===== src/rtl/tank_vertical_ctrl.sv =====
// tank_vertical_ctrl: per-frame tank Y tracking over flat floor, up/down ramps and a
// gravity settle back to the bottom floor, with registered state and status outputs.
module tank_vertical_ctrl #(
  parameter int Y_LOW     = 420,
  parameter int RAMP_H    = 28,
  parameter int STEP      = 1,
  parameter int FALL_STEP = 4
) (
  input  logic       frame_clk,
  input  logic       Reset,
  input  logic [1:0] terrain,
  input  logic       move_en,
  output logic [9:0] tankY,
  output logic       grounded,
  output logic [1:0] state,
  output logic       y_changed
);
  localparam int Y_HIGH = Y_LOW - RAMP_H;
  typedef enum logic [1:0] {LEVEL = 2'b00, CLIMB = 2'b01, DESCEND = 2'b10, SETTLE = 2'b11} st_t;
  st_t st, ns;
  logic [9:0] ny, y_up, y_dn, y_fall;
  logic up, dn, at_end;
  // terrain 11 decodes as neither ramp, so it behaves exactly like flat floor
  assign up     = terrain == 2'b10;
  assign dn     = terrain == 2'b01;
  assign at_end = (tankY == 10'(Y_HIGH)) || (tankY == 10'(Y_LOW));
  assign y_up   = (int'(tankY) >= Y_HIGH + STEP) ? 10'(int'(tankY) - STEP) : 10'(Y_HIGH);
  assign y_dn   = (int'(tankY) + STEP >= Y_LOW) ? 10'(Y_LOW) : 10'(int'(tankY) + STEP);
  assign y_fall = (int'(tankY) + FALL_STEP >= Y_LOW) ? 10'(Y_LOW) : 10'(int'(tankY) + FALL_STEP);
  assign state  = st;
  always_comb begin
    ns = st;
    ny = tankY;
    unique case (st)
      LEVEL:   ns = (move_en && up) ? CLIMB : (move_en && dn) ? DESCEND : LEVEL;
      CLIMB:
        if (up) ny = move_en ? y_up : tankY;
        else ns = (move_en && dn) ? DESCEND : at_end ? LEVEL : SETTLE;
      DESCEND:
        if (dn) ny = move_en ? y_dn : tankY;
        else ns = (move_en && up) ? CLIMB : at_end ? LEVEL : SETTLE;
      SETTLE:
        if (move_en && (up || dn)) ns = up ? CLIMB : DESCEND;
        else begin
          ny = y_fall;
          ns = (y_fall == 10'(Y_LOW)) ? LEVEL : SETTLE;
        end
    endcase
  end
  always_ff @(posedge frame_clk) begin
    if (!Reset) begin
      st        <= LEVEL;
      tankY     <= 10'(Y_LOW);
      grounded  <= 1'b1;
      y_changed <= 1'b0;
    end else begin
      st        <= ns;
      tankY     <= ny;
      grounded  <= ns == LEVEL;
      y_changed <= ny != tankY;
    end
  end
endmodule


===== config.mk =====
export PLATFORM = sky130hd
export DESIGN_NAME = tank_vertical_ctrl
export DESIGN_NICKNAME = d
export VERILOG_FILES = /design/src/rtl/tank_vertical_ctrl.sv
export SDC_FILE = /design/constraint.sdc
export NUM_CORES = 1
export LEC_CHECK = 0
export BUFFER_PORTS_ARGS = -buffer_cell sky130_fd_sc_hd__buf_2
export CAP_MARGIN = 25
export CELL_PAD_IN_SITES_DETAIL_PLACEMENT = 0
export CELL_PAD_IN_SITES_GLOBAL_PLACEMENT = 1
export CORE_MARGIN = 2
export CORE_UTILIZATION = 40
export CTS_CLUSTER_DIAMETER = 120
export DETAILED_ROUTE_END_ITERATION = 10
export GPL_ROUTABILITY_DRIVEN = 0
export PLACE_DENSITY_LB_ADDON = 0.1
export RECOVER_POWER = 50
export REMOVE_ABC_BUFFERS = 1
export SLEW_MARGIN = 20
export SYNTH_ARGS = -nofsm -noshare
export SYNTH_HDL_FRONTEND = slang
export SYNTH_SLANG_ARGS = --single-unit

===== constraint.sdc =====
create_clock -name frame_clk -period 4.2 [get_ports frame_clk]
set_input_delay 0.63 -clock frame_clk [delete_from_list [all_inputs] [get_ports frame_clk]]
set_output_delay 0.63 -clock frame_clk [all_outputs]
set_load 0.01 [all_outputs]

Word-level counts from Yosys, hierarchy flattened. Index checks and enable logic that the tools add are counted.

Register bits: 14. Input port bits: 5. Output and inout port bits: 14. Logic and storage cells: 46.

Add/sub/neg operators: 3. Order comparisons: 3. Equal/unequal tests: 9. Mux-type cells: 20. Reductions and logical operators: 7.

Operator list (count): two-way mux 10 bit (8); greater-or-equal comparator 32 x 10 -> 1 bit (second input constant) (2); equality test 10 x 9 -> 1 bit (second input constant) (3); one-hot mux 10 bit (3 select lines) (1); two-way mux 2 bit (10); adder 10 x 1 -> 11 bit (second input constant) (1); adder 10 x 3 -> 11 bit (second input constant) (1); greater-or-equal comparator 10 x 9 -> 1 bit (second input constant) (1); != test 10 bit (1); subtractor 10 x 1 -> 10 bit (second input constant) (1); one-hot mux 2 bit (4 select lines) (1); equality test 2 bit (second input constant) (3); equality test 2 x 1 -> 1 bit (second input constant) (2); zero test 2 bit (2); logical AND 1 bit (3); logical OR 1 bit (2).

Depth between registers and ports, before layout.
Depth in word-level cells: 8. Mapped depth: 13. Depth with buffers taken out: 11.

Least setup slack after synthesis. Ideal clock, no wire load.

Path kind: reg-to-reg. Start: register tankY[2]. End: register y_changed. Library setup time: 149 ps. Data arrival time: 3161 ps. Required time: 4051 ps. Setup slack: 890 ps. Stages on the path, launching flop included: 14. Buffers on the path: 2. Period minus slack after synthesis: 3310 ps. Path through: dfxtp_1 -> buf_2 -> buf_1 -> inv_1 -> ha_1 -> inv_1 -> o21ai_0 -> or4_1 -> mux2i_1 -> a21oi_1 -> nor3_1 -> mux2_2 -> a2111oi_0 -> a41oi_2.

Cells in the longest elaborated chain, start to end: 7. Elaborated cells on any way between the ends: 16. Classes of those cells: 3 x add/sub; 3 x order compare; 1 x eq/ne; 9 x mux.

RTL lines: start: declaration (RTL line 13) `output logic [9:0] tankY,`; start signal: assignment (RTL line 53) `tankY <= 10'(Y_LOW);`; start signal: assignment (RTL line 58) `tankY <= ny;`; adder 10 x 1 -> 11 bit (RTL line 28) `assign y_dn = (int'(tankY) + STEP >= Y_LOW) ? 10'(Y_LOW) : 10'(int'(tankY) + STEP);`; greater-or-equal comparator 32 x 10 -> 1 bit (RTL line 28); two-way mux 10 bit (RTL line 28); two-way mux 10 bit (2 in series) (RTL line 40) `if (dn) ny = move_en ? y_dn : tankY;`; one-hot mux 10 bit (3 select lines) (RTL line 34) `unique case (st)`; != test 10 bit (*) (RTL line 60) `y_changed <= ny != tankY;`; end signal: assignment (RTL line 60); end: declaration (RTL line 16) `output logic y_changed`.

Mark *: on every way between the ends. The rest lies on a longest branch, timed or not. A chain may end at the register's enable or synchronous reset.

Worst setup path after layout.
Start: register tankY[4]. End: register y_changed.

The elaborated chain is that of the path after synthesis.

==> results.rst <==
.. list-table::
   :header-rows: 1

   * - Metric
     - Value
   * - Io pins
     - 19
   * - Avg Inst Size Synth
     - 6.75 um2
   * - Final Worst Setup Slack
     - 485 ps
   * - Nature of the critical path endpoint
     - flop
   * - Starting Density
     - about two fifths
   * - Dominant register cell in the synthesized netlist
     - dfxtp_1
   * - Portion of total power attributed to sequential cells
     - roughly 17%
   * - Final nets
     - 355
   * - Cells along the critical path
     - clkbuf_1 -> nor2_1 -> and3_1 -> a22oi_1 -> a21oi_1 -> nor3_1 -> mux2_2 -> a2111oi_0 -> a41oi_2
   * - Sort of element at the start of the critical path
     - flop
   * - End of the worst register-to-register path
     - y_changed$_SDFF_PN0_
   * - Antenna violations before repair
     - 0
   * - Post-placement worst setup slack
     - 712 ps
   * - Max Transition Viols Final
     - 0
   * - Count of H-tree levels built during CTS
     - 1
   * - Half-perimeter wire length after placement
     - ~6400 um
   * - Share of cells above drive strength 1
     - 10.1%
   * - Storage element area
     - 280 um2
   * - Setup-violating endpoint count in the final report
     - 0
   * - Maximum clock skew at final layout
     - 0.928 ps
   * - Crit path arrival time
     - approximately 3800 ps
   * - Pin slew with the least headroom to its limit
     - 1090 ps
   * - Critical path class
     - reg -> reg
   * - Kind of cell adding the most delay to the critical path
     - compound AO/OA/AOI/OAI gates
   * - Placed Instances
     - between 400 and 500
   * - Total GRT Usage
     - 27.7%
   * - Clock tree from TritonCTS
     - done
   * - Area fraction of the dominant cell type after synthesis
     - around 13%
   * - Total number of placement rows
     - 27
   * - Max-Cap Viols
     - 0
   * - Number of warnings printed during yosys synthesis
     - 0
   * - Area growth from synthesis to layout
     - 7.39%
   * - Launch point of the critical path
     - tankY[4]$_SDFF_PN0_
   * - Latest clock arrival within the worst-skew pair
     - 240 ps
   * - Number of register bits inferred by synthesis
     - 14
   * - Synth async-reset ratio
     - 0%
   * - Die outline area
     - 0.00620 mm2
   * - Area of the multi-input gates
     - 0.00177 mm2
   * - Antenna Nets Post-Route
     - 0
   * - Buffering stage count on the worst path with inverters included
     - 1
   * - Post-route non-filler standard cell count
     - 410
   * - Aggregate negative setup slack
     - 0 ps
   * - Number of post-CTS setup repair buffers
     - 0
   * - Static leakage
     - 0.885 nW
   * - Netlist area before placement
     - between 0.002 and 0.0025 mm2
   * - Number of standard cells after synthesis
     - 331
   * - Worst Hold Class
     - reg -> reg
   * - Wire length per cell
     - 20.9 um
   * - Cell internal pwr
     - roughly 0.68 mW
   * - Post-route core utilization
     - between 40% and 50%
   * - Slew margin rel.
     - 27.5%
   * - Via count of the first global-routing pass
     - 2445
   * - Total net switching power
     - 0.886 mW
   * - Final cycle utilization of the critical path
     - 88.5%
   * - Maximum number of pins on one net before global-route repair
     - 24
   * - Global-route wire length before repair
     - roughly 13000 um
   * - Reg clk slew, reported paths
     - 60 ps
   * - Post-synthesis sequential area ratio
     - 12.5%
   * - Detailed-route vias per instance
     - around 6.6
   * - Post-synth EDFFs
     - 0
   * - Capture endpoint of the worst hold path
     - tankY[9]$_SDFF_PN0_
   * - Largest stage delay on the critical path
     - 840 ps
   * - Worst Path Max Fanout
     - 20
   * - Commonest cells after routing, fill and taps aside
     - 34 x nor2_1, 30 x nand2_1, 24 x a21oi_1
   * - Input/output buffers
     - 18
   * - Most common cell after layout, fill and taps aside
     - nor2_1
   * - Post-route DRC
     - 0
   * - Root buffer cell
     - clkbuf_8
   * - R2r setup slk
     - 480 ps
   * - Number of DRC violations after detailed-routing iteration 0
     - 382
   * - Worst flop-to-flop path startpoint
     - tankY[4]$_SDFF_PN0_
   * - Status
     - finished, final reports clean
   * - GRT overflow
     - 0
   * - Switching Share
     - around 57%
   * - Count of cells along the worst hold path
     - 2
   * - Filler cell count
     - 595
   * - Die span in x
     - 78.8 um
   * - Num CTS Buffers
     - 3
   * - Clk buf depth
     - 2
   * - Top achievable clock speed
     - 269 MHz
   * - Routed vias
     - 2721
   * - Routed Wire Length
     - 8580 um
   * - Unrepaired setup endpoints after global routing
     - no
   * - Length in cells of the worst reg-to-reg path
     - 9
   * - Die Span Y
     - between 70 and 80 um
   * - Part of the total power dissipated in combinational logic
     - 74.5%
   * - Library cell occupying the most area in the post-synthesis netlist
     - dfxtp_1
   * - Hold buffer count at cts
     - 0
   * - Portion of total power attributed to the clock network
     - 8.4%
   * - CTS sink count
     - 14
   * - Hold Startpoint
     - tankY[9]$_SDFF_PN0_
   * - Standard cell core area
     - 0.00544 mm2
   * - Minimum clock period
     - 3720 ps
   * - Iteration count of the initial detailed-routing pass
     - 6
   * - Synth cell types
     - 68
   * - CP required
     - 4300 ps
   * - Diodes inserted
     - 0
   * - Final count of hold timing violations
     - 0
   * - PostCTS Resize Cnt
     - 0
   * - Biggest area contributors in the synthesized netlist
     - dfxtp_1 13%, ha_1 6.2%, nor2_1 5.7%
   * - Critical-path top delay cell
     - clkbuf_1
   * - Pwr per Cell Area
     - 651 mW/mm2
   * - Max rail drop VDD
     - roughly 310 uV
## worst min-delay path, cell delays in order, from the launching register on
cell      delay, ps
dfxtp_1         320
inv_2           150
a211oi_1         80
## sequential cells by signal, summed over array words and instances, names as in the netlist
signal / cells
state: 2
grounded: 1
tankY: 10
y_changed: 1
## metrics by stage
step                      instance area, um2  power, mW  hold WS, ps
after floorplan                         2110       1.02          634
after global placement                  2370       1.44          595
after detailed placement                2370       1.41          579
after CTS                               2430       1.55          591
after global routing                    2400       1.66          633
final                                   2400       1.56          603
## power groups by stage
stage	registers (mW)	logic, mW	clock network [mW]
floorplan	0.333	0.682	0
detailed placement	0.268	1.14	0
global route	0.275	1.25	0.140
finish	0.267	1.17	0.131
global placement	0.266	1.17	0
CTS	0.265	1.15	0.134
## kinds of logic (layout without fill, tap and decap cells)
family / count (synthesis) / after routing / synth area share, %
muxes: 6 / 6 / 2.74
DFF: 14 / 14 / 12.5
buffers and inverters: 41 / 48 / 8.11
adders and majority gates: 11 / 11 / 6.16
AOI/OAI and AO/OA: 116 / 116 / 36.2
xor gates and xnor gates: 8 / 8 / 3.13
and+or+nand+nor: 135 / 135 / 31.1
## Yosys cell counts, types with 2 or more instances
cell	instances
ha_1	11
a221oi_1	3
o21ai_1	8
nor2b_1	8
o22a_1	2
a311oi_1	3
o211ai_1	3
nand2_1	30
inv_1	14
nor3_1	12
or4_1	4
buf_1	3
buf_4	3
buf_2	13
o31ai_1	7
nand3_1	12
o2111ai_1	2
a211oi_1	9
a22oi_1	3
nor2_1	34
and4b_1	3
dfxtp_1	14
o21ai_0	19
xnor2_1	7
a31o_2	2
nand4_1	5
o211a_1	2
mux2i_1	5
o21a_1	3
o22ai_1	5
and2_1	6
nand2b_1	4
clkbuf_1	7
and3_1	4
a21oi_1	24
a31oi_1	5
## cell type report
class | instances | share of cell area (%)
tap | 72 | 3.75
timing repair buffer | 29 | 6.04
sequential | 14 | 11.7
clock buffer | 4 | 2.29
inverter | 15 | 2.34
multi-input combinational | 276 | 73.9
## worst max path at each step
stage	endpoint	slack (ps)	depth (start not counted)
after global routing	y_changed$_SDFF_PN0_	290	10
after floorplan	y_changed$_SDFF_PN0_	1000	9
final	y_changed$_SDFF_PN0_	480	9
after global placement	y_changed$_SDFF_PN0_	620	9
after CTS	y_changed$_SDFF_PN0_	700	9
after detailed placement	y_changed$_SDFF_PN0_	710	9
## layer usage
layer  GRT usage, %  share of wire [%]  vias to the layer above  routed length (um)
met1           38.6                 43                     1260                3700
met2           43.5                 45                      180                3830
met3           2.84                8.7                       31                 747
met5              0                  0                        -                   0
li1               -                  -                     1250                   -
met4           11.4                3.6                        0                 308
Power figures use the tool's default switching activity.
